## config.mk

```make
export PLATFORM = sky130hd
export DESIGN_NAME = alu
export DESIGN_NICKNAME = d
export VERILOG_FILES = /design/src/rtl/alu.sv
export SDC_FILE = /design/constraint.sdc
export NUM_CORES = 1
export LEC_CHECK = 0
export ABC_AREA = 1
export ABC_CLOCK_PERIOD_IN_PS = 800
export BUFFER_PORTS_ARGS = -buffer_cell sky130_fd_sc_hd__buf_2
export CORE_MARGIN = 3
export CORE_UTILIZATION = 48
export CTS_BUF_LIST = sky130_fd_sc_hd__clkbuf_4 sky130_fd_sc_hd__clkbuf_8 sky130_fd_sc_hd__clkbuf_16
export DETAILED_ROUTE_END_ITERATION = 6
export PLACE_DENSITY = 0.78
export SLEW_MARGIN = 10
export SYNTH_ARGS = -nofsm -noshare
export SYNTH_HDL_FRONTEND = slang
export SYNTH_SLANG_ARGS = --single-unit
```

## constraint.sdc

```tcl
create_clock -name clk -period 0.8 [get_ports clk]
set_clock_uncertainty 0.05 [all_clocks]
set_input_delay 0.12 -clock clk [delete_from_list [all_inputs] [get_ports clk]]
set_output_delay 0.12 -clock clk [all_outputs]
set_load 0.01 [all_outputs]
```

## src/rtl/alu.sv

```systemverilog
// 4-bit ALU execute stage. A packed operation word {opcode, a, b} is decoded
// combinationally. The result, carry and zero flags are registered on every
// rising clock edge, so results appear exactly one cycle after the word is
// sampled.
module alu (
  input  logic        clk,
  input  logic        rst_n,
  input  logic [11:0] in,
  output logic [3:0]  sum,
  output logic        carry,
  output logic        zero
);

  typedef enum logic [3:0] {
    OP_ADD = 4'd0,
    OP_SUB = 4'd1,
    OP_AND = 4'd2,
    OP_OR  = 4'd3,
    OP_XOR = 4'd4,
    OP_NOT = 4'd5,
    OP_SHL = 4'd6,
    OP_SHR = 4'd7,
    OP_INC = 4'd8
  } opcode_e;

  logic [3:0] op;
  logic [3:0] a;
  logic [3:0] b;
  logic [1:0] shamt;

  assign op    = in[11:8];
  assign a     = in[7:4];
  assign b     = in[3:0];
  assign shamt = b[1:0];

  // Widened intermediates. Bit 4 of each one holds the carry/borrow,
  // or the last bit shifted out of the operand.
  logic [4:0] add_w;
  logic [4:0] sub_w;
  logic [4:0] inc_w;
  logic [4:0] shl_w;
  logic [4:0] shr_w;

  assign add_w = {1'b0, a} + {1'b0, b};
  assign sub_w = {1'b0, a} - {1'b0, b};
  assign inc_w = {1'b0, a} + 5'd1;
  // For a left shift, a zero guard bit above a catches the last bit out of a[3].
  assign shl_w = {1'b0, a} << shamt;
  // For a right shift, a guard bit below a catches the last bit out of a[0].
  // The result sits in [4:1] and the shifted-out bit lands in [0].
  assign shr_w = {a, 1'b0} >> shamt;

  logic [3:0] res_d;
  logic       carry_d;

  // Opcode decode into next result and carry.
  always_comb begin
    // NOTE: defaults first, so every path assigns both outputs and no latch is inferred.
    res_d   = 4'h0;
    carry_d = 1'b0;
    case (op)
      OP_ADD: begin
        res_d   = add_w[3:0];
        carry_d = add_w[4];
      end
      OP_SUB: begin
        res_d   = sub_w[3:0];
        carry_d = sub_w[4];
      end
      OP_AND: res_d = a & b;
      OP_OR:  res_d = a | b;
      OP_XOR: res_d = a ^ b;
      OP_NOT: res_d = ~a;
      OP_SHL: begin
        res_d   = shl_w[3:0];
        carry_d = shl_w[4];
      end
      OP_SHR: begin
        res_d   = shr_w[4:1];
        carry_d = shr_w[0];
      end
      OP_INC: begin
        res_d   = inc_w[3:0];
        carry_d = inc_w[4];
      end
      default: begin
        res_d   = 4'h0;
        carry_d = 1'b0;
      end
    endcase
  end

  // Output registers: capture the decoded result every cycle, clear on reset.
  always_ff @(posedge clk or negedge rst_n) begin
    if (!rst_n) begin
      sum   <= 4'h0;
      carry <= 1'b0;
      zero  <= 1'b0;
    end else begin
      // NOTE: non-blocking assignments keep register updates order-independent.
      sum   <= res_d;
      carry <= carry_d;
      zero  <= (res_d == 4'h0);
    end
  end

endmodule

```

==> run summary, run 1 <==
Worst path setup slack after routing: -474 ps. The critical path goes through buf_12, inv_12, ha_4, fa_2, nand3b_1, nand2_1, inv_2, nand2_2, nor2_2, buf_4, inv_2. Overall power consumption after layout is estimated at 1490 uW. The tools report the sum of negative setup slack as -2740 ps. The run gives 272 as the number of nets in the layout. The post-route non-filler standard cell count came out at 267. For this run, the detailed router's first-pass iteration total came to 4. STA classifies the critical path startpoint as an input pin.

The detailed router finished its first iteration with 80 violations. The tools report the final number of max-transition violations as 0. The final clock period utilization by the worst path was 1.59; the met3 layer usage reported by global route was 0.0545. The flip-flop and latch count after synthesis was 6. For the wire length of the first global-routing pass, the log shows 6030 um.

Across the run, the number of max-cap violations was 0. Setup repair after global routing could not meet its margin everywhere. The per-cell routed wire length was 13.7 um; the total non-filler cell area in the finished layout was 1700 um2. Summing every instance area after synthesis gives 1120 um2. The number of antenna diodes in the final layout is 0.

The most repeated library cell on the critical path was inv_2. Startpoint-to-endpoint class of the critical path: in2reg. For the number of setup violations in the final report, the log shows 12.

For the placed cell count, the log shows 261. The initial standard-cell utilization of the core was 0.536. The run finished, with violations left. TritonCTS built the clock tree.

OpenSTA, run right after detailed placement, puts the worst setup slack at -869 ps. The core region is 2080 um2. The run gives 910 ps as the required time at the worst-slack endpoint. The post-detailed-route via-to-cell ratio was 5.33. Sequential-to-total area share from yosys stat: 0.135. The final layout contains routed wiring with a total length of 3650 um. Width of the die: 54.2 um. The run gives 599 uW as the net switching power of the design. Most crowded layer after global routing: met2. The clock share of power was 0.205. After technology mapping, the gate count stands at 188.

The number of remaining DRC errors is 0. The number of antenna violations at the first check in global routing was 0; the largest stage delay on the critical path was 500 ps. Buffers placed on the I/O ports in this run total 19. The number of nets still failing antenna checks after routing was 0; the max-slew headroom at the worst pin was 0.841. The critical-path cell with the highest stage delay is fa_2.

For the register share of total power, the log shows 0.238. The worst ir drop on vdd is 663 uV. The number of different library cells used by synthesis comes to 22.

Cell internal power was estimated by the tool at 886 uW. Global routing finished with a remaining overflow of 0. The overall fraction of global-route tracks in use came out at 0.286. The worst setup path is captured at a flop. The area growth from synthesis to layout is 52.0%.

In this run the worst path has a maximum fanout of 3. The Yosys step of the flow raised 0 warnings. The ratio of cells with drive above 1 in the final layout was 0.400; the worst-margin pin slew was 236 ps. The weighted congestion reported at the end of routability-driven placement was 0.944; the placed cell area was 1550 um2.

Worst path buffer plus inverter count: 5. Grouping stages by cell kind, the critical path spends the most delay in adder cells. For the via count of the first global-routing pass, the log shows 1414.

Synthesis produced a netlist with a net count of 218. The final reports fail on setup timing. The met1 usage is 0.332, and the area enclosed by the die boundary is 2940 um2.

Number of sinks driven by the clock tree: 6. Power per cell area: 875 nW/um2. Net switching share of the total power: 0.403. The post-route minimum period works out to 1270 ps.

The class of the most critical hold timing path was in2async. The combinational share of power was 0.557; the overall via count from detail_route was 1423. In this run the static leakage power is 0.000910 uW. The final count of hold timing violations came out at 0. After synthesis, the mean cell area works out to 5.94 um2. The post-detailed-placement half-perimeter wirelength is 2830 um, and the maximum achievable frequency is 785 MHz.

At the worst endpoint, the arrival time is 1380 ps. Clock-pin slew was measured on the worst setup and hold paths at 50 ps. Pin placement for this block handled 20 I/O pins. Entering global routing, the biggest net connects 11 pins.

The tree is rooted in a clkbuf_4. The run gives 2 as the maximum count of clock buffers along a single path. In this run, CTS created clock tree buffers numbering 3. Row generation in the floorplan step produced 16 rows.

The met2 routing resource usage after global routing is 0.500. In this run the vertical extent of the chip is 54.2 um. The tools report the number of H-tree levels as 1.
[through the flow]
step / hold slack, ps / util
finish: 164 / 0.815
global placement: -110 / 0.745
floorplan: -226 / -
detailed placement: -104 / 0.745
CTS: 165 / 0.792
global route: 187 / 0.815
[layout make-up]
cell class	instances	area [um2]
flip-flops and latches	6	150
fillers	155	385
well taps	27	33.8
clock buffers	3	22.5
multi-input cells	152	967
inverters	27	141
repair buffers	52	382
[worst max-delay path by stage]
stage          start                to  slack [ps]  depth (start not counted)
4_1_cts        in[4]    zero$_DFF_PN0_        -500                         11
5_1_grt        in[4]    zero$_DFF_PN0_        -550                         11
6_report       in[4]  sum[1]$_DFF_PN0_        -470                         11
3_3_place_gp   in[4]    zero$_DFF_PN0_        -850                         11
2_1_floorplan  in[4]    zero$_DFF_PN0_        -570                         10
3_5_place_dp   in[4]    zero$_DFF_PN0_        -870                         11
[timing repair]
| action | 4_1_cts | 5_1_grt |
|---|---|---|
| hold buffers | 1 | 0 |
| pin swaps | 13 | 5 |
| gates resized for setup | 18 | 13 |
| buffers inserted | 1 | 1 |
| setup endpoints to repair | 12 | 12 |
| hold endpoints to repair | 6 | 0 |
[cell usage in the layout, fill, tap and decap left out, types with 2 or more instances in the layout]
| cell type | netlist | routed |
|---|---|---|
| nand2_1 | 51 | 46 |
| buf_4 | 0 | 33 |
| nor2_1 | 28 | 25 |
| nand3_1 | 26 | 24 |
| buf_2 | 0 | 14 |
| inv_1 | 20 | 13 |
| inv_2 | 6 | 9 |
| ha_1 | 14 | 8 |
| nand2_2 | 1 | 6 |
| nor2_2 | 6 | 6 |
| dfrtp_1 | 6 | 6 |
| nand3b_1 | 5 | 5 |
| ha_4 | 0 | 5 |
| a21oi_1 | 6 | 4 |
| clkbuf_4 | 0 | 4 |
| nor2_4 | 0 | 3 |
| o21ai_0 | 5 | 3 |
| inv_12 | 0 | 2 |
| nand3_2 | 0 | 2 |
| o211ai_1 | 2 | 2 |
| o21ai_1 | 0 | 2 |
| a21oi_2 | 0 | 2 |
| fa_2 | 0 | 2 |
[registers in the layout (all words and copies together) (netlist names)]
| name | cells |
|---|---|
| carry | 1 |
| sum | 4 |
| zero | 1 |
[synthesized netlist by cell type, drive strengths merged]
library cell | n | area share
nor2 | 34 | 0.13
o211ai | 2 | 0.013
buf | 2 | 0.020
nand3b | 5 | 0.034
dfrtp | 6 | 0.13
nand4 | 1 | 0.0056
o21ai | 5 | 0.022
o31ai | 1 | 0.0067
a21oi | 6 | 0.027
and2 | 1 | 0.0056
nand3 | 26 | 0.12
clkinv | 1 | 0.0034
fa | 2 | 0.036
xnor2 | 2 | 0.016
inv | 26 | 0.087
nand2 | 52 | 0.18
ha | 14 | 0.16
o22ai | 1 | 0.0056
clkbuf | 1 | 0.0045
[power groups by stage]
stage / combinational [uW] / clock, uW / sequential, uW
after CTS: 766 / 296 / 352
final: 828 / 304 / 353
after detailed placement: 726 / 0 / 357
after floorplan: 390 / 0 / 380
after global placement: 710 / 0 / 355
after global routing: 919 / 326 / 355
[kinds of logic (layout without fill, tap and decap cells)]
family          count (synthesis)  after routing  synth area share
fa+ha+maj                      16             16             0.193
buf+inv                        30             82             0.115
xor+xnor                        2              2            0.0157
simple gates                  119            119             0.466
compound gates                 15             15            0.0751
flops                           6              6             0.135
[layer usage]
layer / routed length (um) / vias up
met4: 108 / 0
met2: 1800 / 78
met5: 0 / -
met1: 1420 / 626
met3: 313 / 15
li1: - / 704
Power figures use the tool's default switching activity.
==> run 2: changes to the inputs <==
Settings changed: CORE_ASPECT_RATIO from default to 1.25.
==> run 2 against run 1 <==
The run still ends with setup timing left. Power grew 5.5%. Critical path depth stayed put. Sequential share of layout area shrank 0.34 points. Sequential power rose by 1%. Core utilization is 2.8 points higher. Maximum frequency decreased by 6.4%. Global-route usage is 3.8 points lower. Non-clock buffer count up 2. Wire length is 6.1% higher. Critical path type unchanged. Highest routed layer unchanged.
==> run summary, run 2 (synthesis gave the netlist of run 1 again) <==
The clock passes through at most 2 buffers. The checks that failed: setup timing. The count of buffers added on input and output ports is 19. For the maximum achievable frequency, the log shows 734 MHz. The run finished, with violations left. The number of search-and-repair iterations in the first detailed-routing pass was 4. Class of the most critical hold timing path: in2async. The weighted congestion reported at the end of routability-driven placement came out at 0.940. The area enclosed by the die boundary was 2940 um2. The top register by number of flip-flops is sum.

The max-capacitance violation count came out at 0. The signed area change from the synthesized netlist to the final layout was 58.2%. Startpoint-to-endpoint class of the critical path: in2reg.

The run gives 2700 um as the post-detailed-placement half-perimeter wirelength. The top-level I/O count came out at 20. Total power for the finished layout comes to 1570 uW.

The first global-routing pass estimated 5670 um of wire. The floorplan has 18 rows. The run gives 1350 as the via count of the first global-routing pass. The run gives 0.000925 uW as the static leakage. The overall via count from detail_route is 1482, and the width of the die is 49.1 um. The final number of max-transition violations was 0; the area of the core was 2090 um2. At the end of the flow, the number of nets in the layout was 274. The tools report the number of sinks driven by the clock tree as 6. Root buffer selected by CTS: clkbuf_4. Kind of capture point of the worst setup path: a flop. The logs give 0 for the number of antenna violations at the first check in global routing and 12 for the number of setup violations in the final report.

The post-detailed-route via-to-cell ratio was 5.45. Setup repair after global routing could not meet its margin everywhere. In the layout the commonest cells are nand2_1, buf_4, nand3_1, nor2_1, buf_2.

The final count of hold timing violations is 0, and the flip-flop count of the largest register after layout is 4. The logs give 0 for the number of remaining DRC errors and 3 for the TritonCTS buffer count. VDD sags by at most 869 uV. The final clock period utilization by the worst path was 1.70; the number of antenna cells inserted was 0.

The leading cell type in the layout, fill and taps excluded is nand2_1. TritonCTS built the clock tree. The post-route minimum period is 1360 ps, and the sum of negative setup slack is -3130 ps. The clock transition at the registers of the reported paths is 50 ps. Wires add up to 3870 um. Worst setup slack after placement: -928 ps. After detailed routing, the average wire length per cell comes to 14.2 um.

Placed cell count: 263. The initial standard-cell utilization of the core is 0.533, and the height of the die is 59.9 um. The largest registers in the layout are sum x4, carry x1, zero x1. At the worst endpoint, the required time is 940 ps. The detail route stage leaves a number of antenna-violating nets equal to 0. The overall fraction of global-route tracks in use is 0.247, and the worst-path maximum fanout is 3. The smallest hold slack is 172 ps. For the pin with the worst max-slew slack, the measured transition is 260 ps. Entering global routing, the biggest net connects 8 pins.

The max-slew headroom at the worst pin was 0.825; the first-iteration detailed-routing DRC count was 76. The worst path setup slack after routing came out at -562 ps. The type of origin of the critical path is an input pin.

The aggregate global routing overflow was 0; the number of H-tree levels was 1. STA puts the critical path data arrival time at 1500 ps. The count of cells in the finished layout, fillers not included, comes to 272. The ratio of cells with drive above 1 in the final layout was 0.421. For this design the ratio of total power to cell area is 888 nW/um2.
run 2: cell types whose count changed in the layout (fill, tap and decap cells not counted), moves of 2 or more:
cell	change
a21oi_4	+2
buf_6	+3
ha_1	-2
ha_2	+2
inv_1	-2
inv_4	+2
nand2_1	+2
nand2_2	-2
run 2: worst paths after layout:
path,slack [ps],end,start,cells past startpoint
setup / recovery,-560,zero$_DFF_PN0_,in[4],11
hold / removal,170,zero$_DFF_PN0_,rst_n,2
max in group asynchronous,380,sum[0]$_DFF_PN0_,rst_n,2
min in group clk,190,carry$_DFF_PN0_,in[1],4
run 2: layout make-up:
class,instances,area [um2]
clock buffers,3,22.5
inverters,27,144
fillers,136,329
repair buffers,54,423
multi-input cells,152,988
well taps,30,37.5
flip-flops and latches,6,150
run 2: power by group:
part	total [uW]	internal (uW)	leakage, uW	switching, uW
clock	301	171	0.0000138	130
sequential	357	343	0.0000778	13.7
combinational	909	417	0.000833	492
total	1570	932	0.000925	636
run 2: metal layers:
metal | share of wire | up-vias | track usage
met5 | 0 | - | 0
li1 | - | 707 | -
met2 | 0.50 | 91 | 0.502
met3 | 0.082 | 20 | 0.0224
met4 | 0.056 | 0 | 0.0772
met1 | 0.36 | 664 | 0.266
run 2: per-stage QoR:
step,area [um2],util
after floorplan,1230,-
after global placement,1560,0.744
after detailed placement,1560,0.744
after CTS,1650,0.788
after global routing,1770,0.843
final,1770,0.843
run 2: worst max-delay path, stage by stage:
cell and delay (ps):
buf_12 100, inv_12 30, ha_4 150, fa_2 510, nand3b_1 110, nand2_1 70
inv_2 60, nand2_2 50, nor2_2 110, nand3_1 80, nor2_1 110
run 2: repair_timing:
| action | CTS | global route |
|---|---|---|
| gates resized for setup | 15 | 27 |
| hold buffers | 1 | 0 |
| hold endpoints to repair | 6 | 0 |
| endpoints found under the setup margin | 12 | 12 |
| pin swaps | 13 | 10 |
| buffers inserted | 1 | 5 |
